--- config.mk ---
export PLATFORM = sky130hd
export DESIGN_NAME = store_drain_arbiter_flat
export DESIGN_NICKNAME = d
export VERILOG_FILES = /design/src/rtl/store_drain_arbiter_if.sv /design/src/rtl/store_drain_arbiter.sv /design/src/flat_wrapper.sv
export SDC_FILE = /design/constraint.sdc
export NUM_CORES = 1
export LEC_CHECK = 0
export ABC_AREA = 1
export BUFFER_PORTS_ARGS = -buffer_cell sky130_fd_sc_hd__buf_2
export CAP_MARGIN = 15
export CORE_MARGIN = 8
export CORE_UTILIZATION = 60
export DETAILED_ROUTE_END_ITERATION = 12
export PLACE_DENSITY_LB_ADDON = 0.1
export REMOVE_ABC_BUFFERS = 1
export SLEW_MARGIN = 25
export SYNTH_ARGS = -nofsm -noshare
export SYNTH_HDL_FRONTEND = slang
export SYNTH_SLANG_ARGS = --single-unit
--- constraint.sdc ---
create_clock -name clk -period 10.75 [get_ports clk]
set_input_delay 2.15 -clock clk [delete_from_list [all_inputs] [get_ports clk]]
set_output_delay 2.15 -clock clk [all_outputs]
set_load 0.01 [all_outputs]
--- src/rtl/store_drain_arbiter_if.sv ---
// Bundle for the store-drain arbiter: store retire, load request, fence handshake,
// and the shared data-memory request channel.
interface store_drain_arbiter_if #(
    parameter int DEPTH = 4
) ();
    logic                         st_commit;
    logic [31:0]                  st_addr;
    logic [31:0]                  st_data;
    logic [3:0]                   st_mask;
    logic                         st_ready;
    logic                         ld_req;
    logic [31:0]                  ld_addr;
    logic                         ld_ready;
    logic                         fence_req;
    logic                         fence_done;
    logic                         mem_req;
    logic                         mem_we;
    logic [31:0]                  mem_addr;
    logic [31:0]                  mem_wdata;
    logic [3:0]                   mem_wmask;
    logic                         mem_ready;
    logic [$clog2(DEPTH+1)-1:0]   sb_count;

    // The arbiter's side of the bundle.
    modport master (
        input  st_commit, st_addr, st_data, st_mask, ld_req, ld_addr, fence_req, mem_ready,
        output st_ready, ld_ready, fence_done, mem_req, mem_we, mem_addr, mem_wdata,
        output mem_wmask, sb_count
    );

    // Commit, LSU and memory side of the bundle.
    modport slave (
        output st_commit, st_addr, st_data, st_mask, ld_req, ld_addr, fence_req, mem_ready,
        input  st_ready, ld_ready, fence_done, mem_req, mem_we, mem_addr, mem_wdata,
        input  mem_wmask, sb_count
    );
endinterface

--- src/rtl/store_drain_arbiter.sv ---
// In-order committed-store buffer that shares one DMEM request port with loads;
// loads bypass stores unless they hit a buffered word, stores are forced on full/starve/fence.
module store_drain_arbiter #(
    parameter int DEPTH        = 4,
    parameter int LOW_WATER    = 1,
    parameter int STARVE_LIMIT = 8
) (
    input logic                   clk,
    input logic                   rst,
    store_drain_arbiter_if.master bus
);
    localparam int PW = $clog2(DEPTH);
    localparam int CW = $clog2(DEPTH + 1);
    localparam int SW = $clog2(STARVE_LIMIT + 1);
    localparam logic [CW-1:0] FULL_COUNT = CW'(DEPTH);
    localparam logic [CW-1:0] LOW_COUNT  = CW'(LOW_WATER);
    localparam logic [SW-1:0] STARVE_MAX = SW'(STARVE_LIMIT);

    typedef enum logic [1:0] {NORMAL, FULL_DRAIN, FENCE} state_t;

    state_t           state;
    logic [31:0]      addr_q [DEPTH];
    logic [31:0]      data_q [DEPTH];
    logic [3:0]       mask_q [DEPTH];
    logic [DEPTH-1:0] valid_q;
    logic [PW-1:0]    head;
    logic [PW-1:0]    tail;
    logic [CW-1:0]    count;
    logic [CW-1:0]    count_next;
    logic [SW-1:0]    starve;

    logic        push;
    logic        pop;
    logic        ld_hazard;
    logic        store_sel;
    logic        ld_sel;
    logic        mem_req;
    logic        mem_we;
    logic [31:0] mem_addr;
    logic [31:0] mem_wdata;
    logic [3:0]  mem_wmask;
    logic        ld_ready;

    assign bus.st_ready   = (count != FULL_COUNT);
    assign push           = bus.st_commit && bus.st_ready;
    assign pop            = mem_req && mem_we && bus.mem_ready;
    assign bus.fence_done = (state == FENCE) && (count == '0);
    assign bus.sb_count   = count;
    assign bus.mem_req    = mem_req;
    assign bus.mem_we     = mem_we;
    assign bus.mem_addr   = mem_addr;
    assign bus.mem_wdata  = mem_wdata;
    assign bus.mem_wmask  = mem_wmask;
    assign bus.ld_ready   = ld_ready;

    // Word-granular match against every buffered store; byte masks are deliberately ignored.
    always_comb begin
        ld_hazard = 1'b0;
        for (int i = 0; i < DEPTH; i++) begin
            if (valid_q[i] && (addr_q[i][31:2] == bus.ld_addr[31:2])) begin
                ld_hazard = bus.ld_req;
            end
        end
    end

    always_comb begin
        store_sel = (count != '0) &&
                    ((state != NORMAL) || !bus.ld_req || ld_hazard || (starve == STARVE_MAX));
        ld_sel    = !store_sel && bus.ld_req;
        mem_req   = 1'b0;
        mem_we    = 1'b0;
        mem_addr  = '0;
        mem_wdata = '0;
        mem_wmask = '0;
        ld_ready  = 1'b0;
        if (store_sel) begin
            mem_req   = 1'b1;
            mem_we    = 1'b1;
            mem_addr  = addr_q[head];
            mem_wdata = data_q[head];
            mem_wmask = mask_q[head];
        end else if (ld_sel) begin
            mem_req  = 1'b1;
            mem_addr = bus.ld_addr;
            ld_ready = bus.mem_ready;
        end
    end

    always_comb begin
        count_next = count;
        if (push && !pop) begin
            count_next = count + CW'(1);
        end else if (!push && pop) begin
            count_next = count - CW'(1);
        end
    end

    // Payload storage needs no reset: valid_q alone decides what is live.
    always_ff @(posedge clk) begin
        if (push) begin
            addr_q[tail] <= bus.st_addr;
            data_q[tail] <= bus.st_data;
            mask_q[tail] <= bus.st_mask;
        end
    end

    always_ff @(posedge clk) begin
        if (rst) begin
            head    <= '0;
            tail    <= '0;
            count   <= '0;
            valid_q <= '0;
            starve  <= '0;
            state   <= NORMAL;
        end else begin
            if (push) begin
                valid_q[tail] <= 1'b1;
                tail          <= tail + PW'(1);
            end
            if (pop) begin
                valid_q[head] <= 1'b0;
                head          <= head + PW'(1);
            end
            count <= count_next;

            if (pop || (count == '0)) begin
                starve <= '0;
            end else if (ld_sel && (starve != STARVE_MAX)) begin
                starve <= starve + SW'(1);
            end

            // Fence outranks a full-buffer drain; fence exit looks at the registered count.
            case (state)
                NORMAL: begin
                    if (bus.fence_req) begin
                        state <= FENCE;
                    end else if (count == FULL_COUNT) begin
                        state <= FULL_DRAIN;
                    end
                end
                FULL_DRAIN: begin
                    if (bus.fence_req) begin
                        state <= FENCE;
                    end else if (count_next <= LOW_COUNT) begin
                        state <= NORMAL;
                    end
                end
                FENCE: begin
                    if (count == '0) begin
                        state <= NORMAL;
                    end
                end
                default: state <= NORMAL;
            endcase
        end
    end
endmodule
--- src/flat_wrapper.sv ---
// flat-port wrapper written by rule: the top's interface ports become plain ports
module store_drain_arbiter_flat 
#(
    parameter int DEPTH        = 4,
    parameter int LOW_WATER    = 1,
    parameter int STARVE_LIMIT = 8
)
  (clk, rst, bus_st_commit, bus_st_addr, bus_st_data, bus_st_mask, bus_ld_req, bus_ld_addr, bus_fence_req, bus_mem_ready, bus_st_ready, bus_ld_ready, bus_fence_done, bus_mem_req, bus_mem_we, bus_mem_addr, bus_mem_wdata, bus_mem_wmask, bus_sb_count);
  store_drain_arbiter_if #(.DEPTH(DEPTH)) bus_i ();
  input logic clk;
  input logic rst;
  input wire logic [$bits(bus_i.st_commit)-1:0] bus_st_commit;
  input wire logic [$bits(bus_i.st_addr)-1:0] bus_st_addr;
  input wire logic [$bits(bus_i.st_data)-1:0] bus_st_data;
  input wire logic [$bits(bus_i.st_mask)-1:0] bus_st_mask;
  input wire logic [$bits(bus_i.ld_req)-1:0] bus_ld_req;
  input wire logic [$bits(bus_i.ld_addr)-1:0] bus_ld_addr;
  input wire logic [$bits(bus_i.fence_req)-1:0] bus_fence_req;
  input wire logic [$bits(bus_i.mem_ready)-1:0] bus_mem_ready;
  output wire logic [$bits(bus_i.st_ready)-1:0] bus_st_ready;
  output wire logic [$bits(bus_i.ld_ready)-1:0] bus_ld_ready;
  output wire logic [$bits(bus_i.fence_done)-1:0] bus_fence_done;
  output wire logic [$bits(bus_i.mem_req)-1:0] bus_mem_req;
  output wire logic [$bits(bus_i.mem_we)-1:0] bus_mem_we;
  output wire logic [$bits(bus_i.mem_addr)-1:0] bus_mem_addr;
  output wire logic [$bits(bus_i.mem_wdata)-1:0] bus_mem_wdata;
  output wire logic [$bits(bus_i.mem_wmask)-1:0] bus_mem_wmask;
  output wire logic [$bits(bus_i.sb_count)-1:0] bus_sb_count;
  assign bus_i.st_commit = bus_st_commit;
  assign bus_i.st_addr = bus_st_addr;
  assign bus_i.st_data = bus_st_data;
  assign bus_i.st_mask = bus_st_mask;
  assign bus_i.ld_req = bus_ld_req;
  assign bus_i.ld_addr = bus_ld_addr;
  assign bus_i.fence_req = bus_fence_req;
  assign bus_i.mem_ready = bus_mem_ready;
  assign bus_st_ready = bus_i.st_ready;
  assign bus_ld_ready = bus_i.ld_ready;
  assign bus_fence_done = bus_i.fence_done;
  assign bus_mem_req = bus_i.mem_req;
  assign bus_mem_we = bus_i.mem_we;
  assign bus_mem_addr = bus_i.mem_addr;
  assign bus_mem_wdata = bus_i.mem_wdata;
  assign bus_mem_wmask = bus_i.mem_wmask;
  assign bus_sb_count = bus_i.sb_count;
  store_drain_arbiter #(.DEPTH(DEPTH), .LOW_WATER(LOW_WATER), .STARVE_LIMIT(STARVE_LIMIT)) u_core (.clk(clk), .rst(rst), .bus(bus_i));
endmodule
==> impl_metrics.tcl <==
set metrics [dict create \
    clkPwrFrac 0.286 \
    hold_depth 1 \
    clk_path_buf_depth 3 \
    tns_ns 0 \
    period_needed_ns 7.61 \
    synth.cell_area_mm2 0.0137 \
    root_buffer "clkbuf_16" \
    syn2layout_area_growth_pct 15.0 \
    ios 182 \
    grt.total_usage 0.259 \
    pwr-share-comb 0.287 \
    grt-ovfl-total 0 \
    ys_warn_count 0 \
    dieHeight_um 167 \
    final-setup-viol-count 0 \
    dr.first_iter.drc_count 1111 \
    ys_types 34 \
    dr.max_layer_used "met5" \
    viasPerCell 5.59 \
    grt_pass1_vias 10772 \
    worstMarginPinSlew_ns 0.942 \
    swShare 0.346 \
    cts_hold_buf 0 \
    place_congestion 0.965 \
    drv_cap 0 \
    die_width_um 167 \
    grt_pass1_wl_mm 57.1 \
    vdd_ir_drop_max_v 0.000170 \
    hp-class "reg2reg" \
    dr.pass1.iters 6 \
    clk_pin_slew_ns 0.06 \
    seq_area_frac_synth 0.623 \
    stdcell_area_mm2 0.0158 \
    rsz0062_at_grt "no" \
    dpl_cell_area_mm2 0.0148 \
    portBuffers 181 \
    dpl.hpwl_mm 23.9 \
    wl_met3_mm 3.45 \
    m1WireLength_mm 14.3 \
    fin_nets 1742 \
    crit_path_end_kind "primary output" \
    start_kind "input port" \
    syn_inst 1460 \
    drive_above_1_share 0.169 \
    wl_met2_mm 17.8 \
    htreeDepth 1 \
    clock-skew-final_ns 0.0174 \
    synth_top_area_share 0.596 \
    fin_crit_sh 0.708 \
    initial_core_util 0.607 \
    grt_start_max_net_pins 102 \
    hold_violations 0 \
    avgRoutedWirePerCell_um 19.0 \
    core_region_area_mm2 0.0226 \
    cts_tree "yes" \
    internal-power_mw 2.17 \
    drc 0 \
    vias 10814 \
    antenna_found_initial 10 \
    synth_edf_count 272 \
    worstSetupPathType "in2out" \
    core.rowCount 55 \
    crit_path_start "bus_ld_addr[16]" \
    synthArstFlopShare 0 \
    dieArea_mm2 0.0279 \
    stdcell_count 1935 \
    reg2reg_setup_slack_ns 7.64 \
    ys_ff_latch 291 \
    max_freq_ghz 0.131 \
    insertion_delay_ns 0.56 \
    min_to "u_core.bus.sb_count[0]" \
    r2r-end "u_core.starve[2]" \
    power.net_switching_mw 1.15 \
    arrival_ns 5.46 \
    cts_sinks 291 \
    yosysMostFrequentCell "nand2_1" \
    synth_top_area_cell "edfxtp_1" \
    wirelength_mm 36.8 \
    power_leakage_nw 6.51 \
    cts_resized 0 \
    synthTopCellsByCount "338 x nand2_1, 272 x edfxtp_1, 234 x nor2_1" \
    cts_setup_buffers 0 \
    share_seq_of_total_power 0.426 \
    powerDensity_mw_per_mm2 211 \
    synthTopCellsByArea "edfxtp_1 60%, nand2_1 9.3%, o21ai_0 7.0%" \
    r2r_cells 14 \
    required_ns 8.60 \
    maxSlewViolCount 0 \
    dpl.cell_count 1876 \
    status "finished clean" \
    relSlewSlack 0.372 \
    cts_buffers 30 \
    r2r_start "u_core.starve[0]" \
    crit_fanout 40 \
    ys.flop_type "edfxtp_1" \
    ant_nets 0 \
    min-delay-start "u_core.bus.sb_count[0]" \
    synth_area_per_cell_um2 9.39 \
]
-- power groups by stage --
| stage | Combinational, mW | Clock, mW | Sequential [mW] |
|---|---|---|---|
| after floorplan | 0.547 | 0 | 1.44 |
| after global placement | 0.936 | 0 | 1.44 |
| after detailed placement | 0.950 | 0 | 1.44 |
| after CTS | 0.958 | 0.961 | 1.41 |
| after global routing | 1.06 | 1.00 | 1.43 |
| final | 0.953 | 0.951 | 1.41 |
-- worst max-delay path: stages --
cell and delay [ns]:
buf_2 0.14, xnor2_1 0.16, nand2_1 0.08, nor3_1 0.32
nand2_1 0.14, nor2_1 0.20, nand2_1 0.12, nand3_4 0.14
nand2_4 0.32, inv_4 0.56, nor2_8 0.06, inv_2 0.53
o21ai_0 0.31, buf_2 0.22
-- cell usage in the layout, fill, tap and decap left out, types with 3 or more instances in the layout --
| cell type | synthesis | layout |
|---|---|---|
| buf_2 | 6 | 181 |
| clkbuf_16 | 0 | 30 |
| inv_2 | 31 | 32 |
| o21ai_1 | 13 | 13 |
| diode_2 | 0 | 5 |
| nand2_1 | 338 | 338 |
| dfxtp_1 | 19 | 17 |
| nor3_1 | 4 | 4 |
| a21oi_1 | 105 | 105 |
| inv_1 | 112 | 110 |
| o211ai_1 | 5 | 5 |
| buf_4 | 0 | 6 |
| edfxtp_1 | 272 | 272 |
| o21ai_0 | 192 | 192 |
| nand4_1 | 10 | 10 |
| ha_1 | 13 | 13 |
| o22ai_1 | 3 | 3 |
| or2_0 | 5 | 5 |
| clkinv_1 | 0 | 11 |
| xnor2_1 | 12 | 12 |
| nand3_1 | 12 | 12 |
| nor2_4 | 0 | 4 |
| xor2_1 | 5 | 5 |
| clkinv_2 | 0 | 8 |
| nor2_1 | 234 | 230 |
-- metrics by stage --
step | setup slack, ns | utilization | power (mW) | hold slack [ns]
final | 3.14 | 0.698 | 3.32 | 0.499
after global routing | 3.08 | 0.698 | 3.48 | 0.541
after CTS | 3.13 | 0.698 | 3.33 | 0.505
after detailed placement | 3.17 | 0.658 | 2.39 | 0.493
after global placement | 2.76 | 0.658 | 2.37 | 0.466
after floorplan | 2.96 | - | 1.99 | 0.454
-- sequential cells by signal, indices dropped and copies added (netlist names), named ones only --
name                 count
u_core.valid_q           4
u_core.data_q          128
u_core.starve            4
u_core.bus.sb_count      3
u_core.mask_q           16
u_core.addr_q          128
u_core.tail              2
u_core.state             2
u_core.head              2
-- metal layers --
metal  track usage  up-vias
met1         0.318     4968
met3        0.0614       95
li1              -     5215
met2         0.437      524
met4         0.106       12
met5             0        -
-- cell families (layout without fill, tap and decap cells) --
family	Yosys count	count (layout)	share of synthesized area
adders and majority gates	13	13	0.0119
xor gates and xnor gates	17	17	0.0109
DFF	291	291	0.623
buffers and inverters	202	387	0.0560
other	0	5	0
and+or+nand+nor	614	614	0.178
AOI/OAI and AO/OA	323	323	0.120
-- cell type report --
type / instances / area (µm²)
Antenna cell: 5 / 12.5
Clock buffer: 32 / 758
Clock inverter: 22 / 139
Fill cell: 1753 / 6810
Inverter: 144 / 544
Multi-Input combinational cell: 967 / 4430
Sequential cell: 291 / 8550
Tap cell: 285 / 357
Timing Repair Buffer: 189 / 973
-- worst max-delay path by stage --
stage | endpoint | slack, ns
CTS | bus_mem_addr[10] | 3.13
floorplan | bus_mem_addr[0] | 2.96
finish | bus_mem_addr[10] | 3.14
global route | bus_mem_addr[10] | 3.08
global placement | bus_mem_addr[10] | 2.76
detailed placement | bus_mem_addr[10] | 3.17
(Power assumes the default switching activity.)
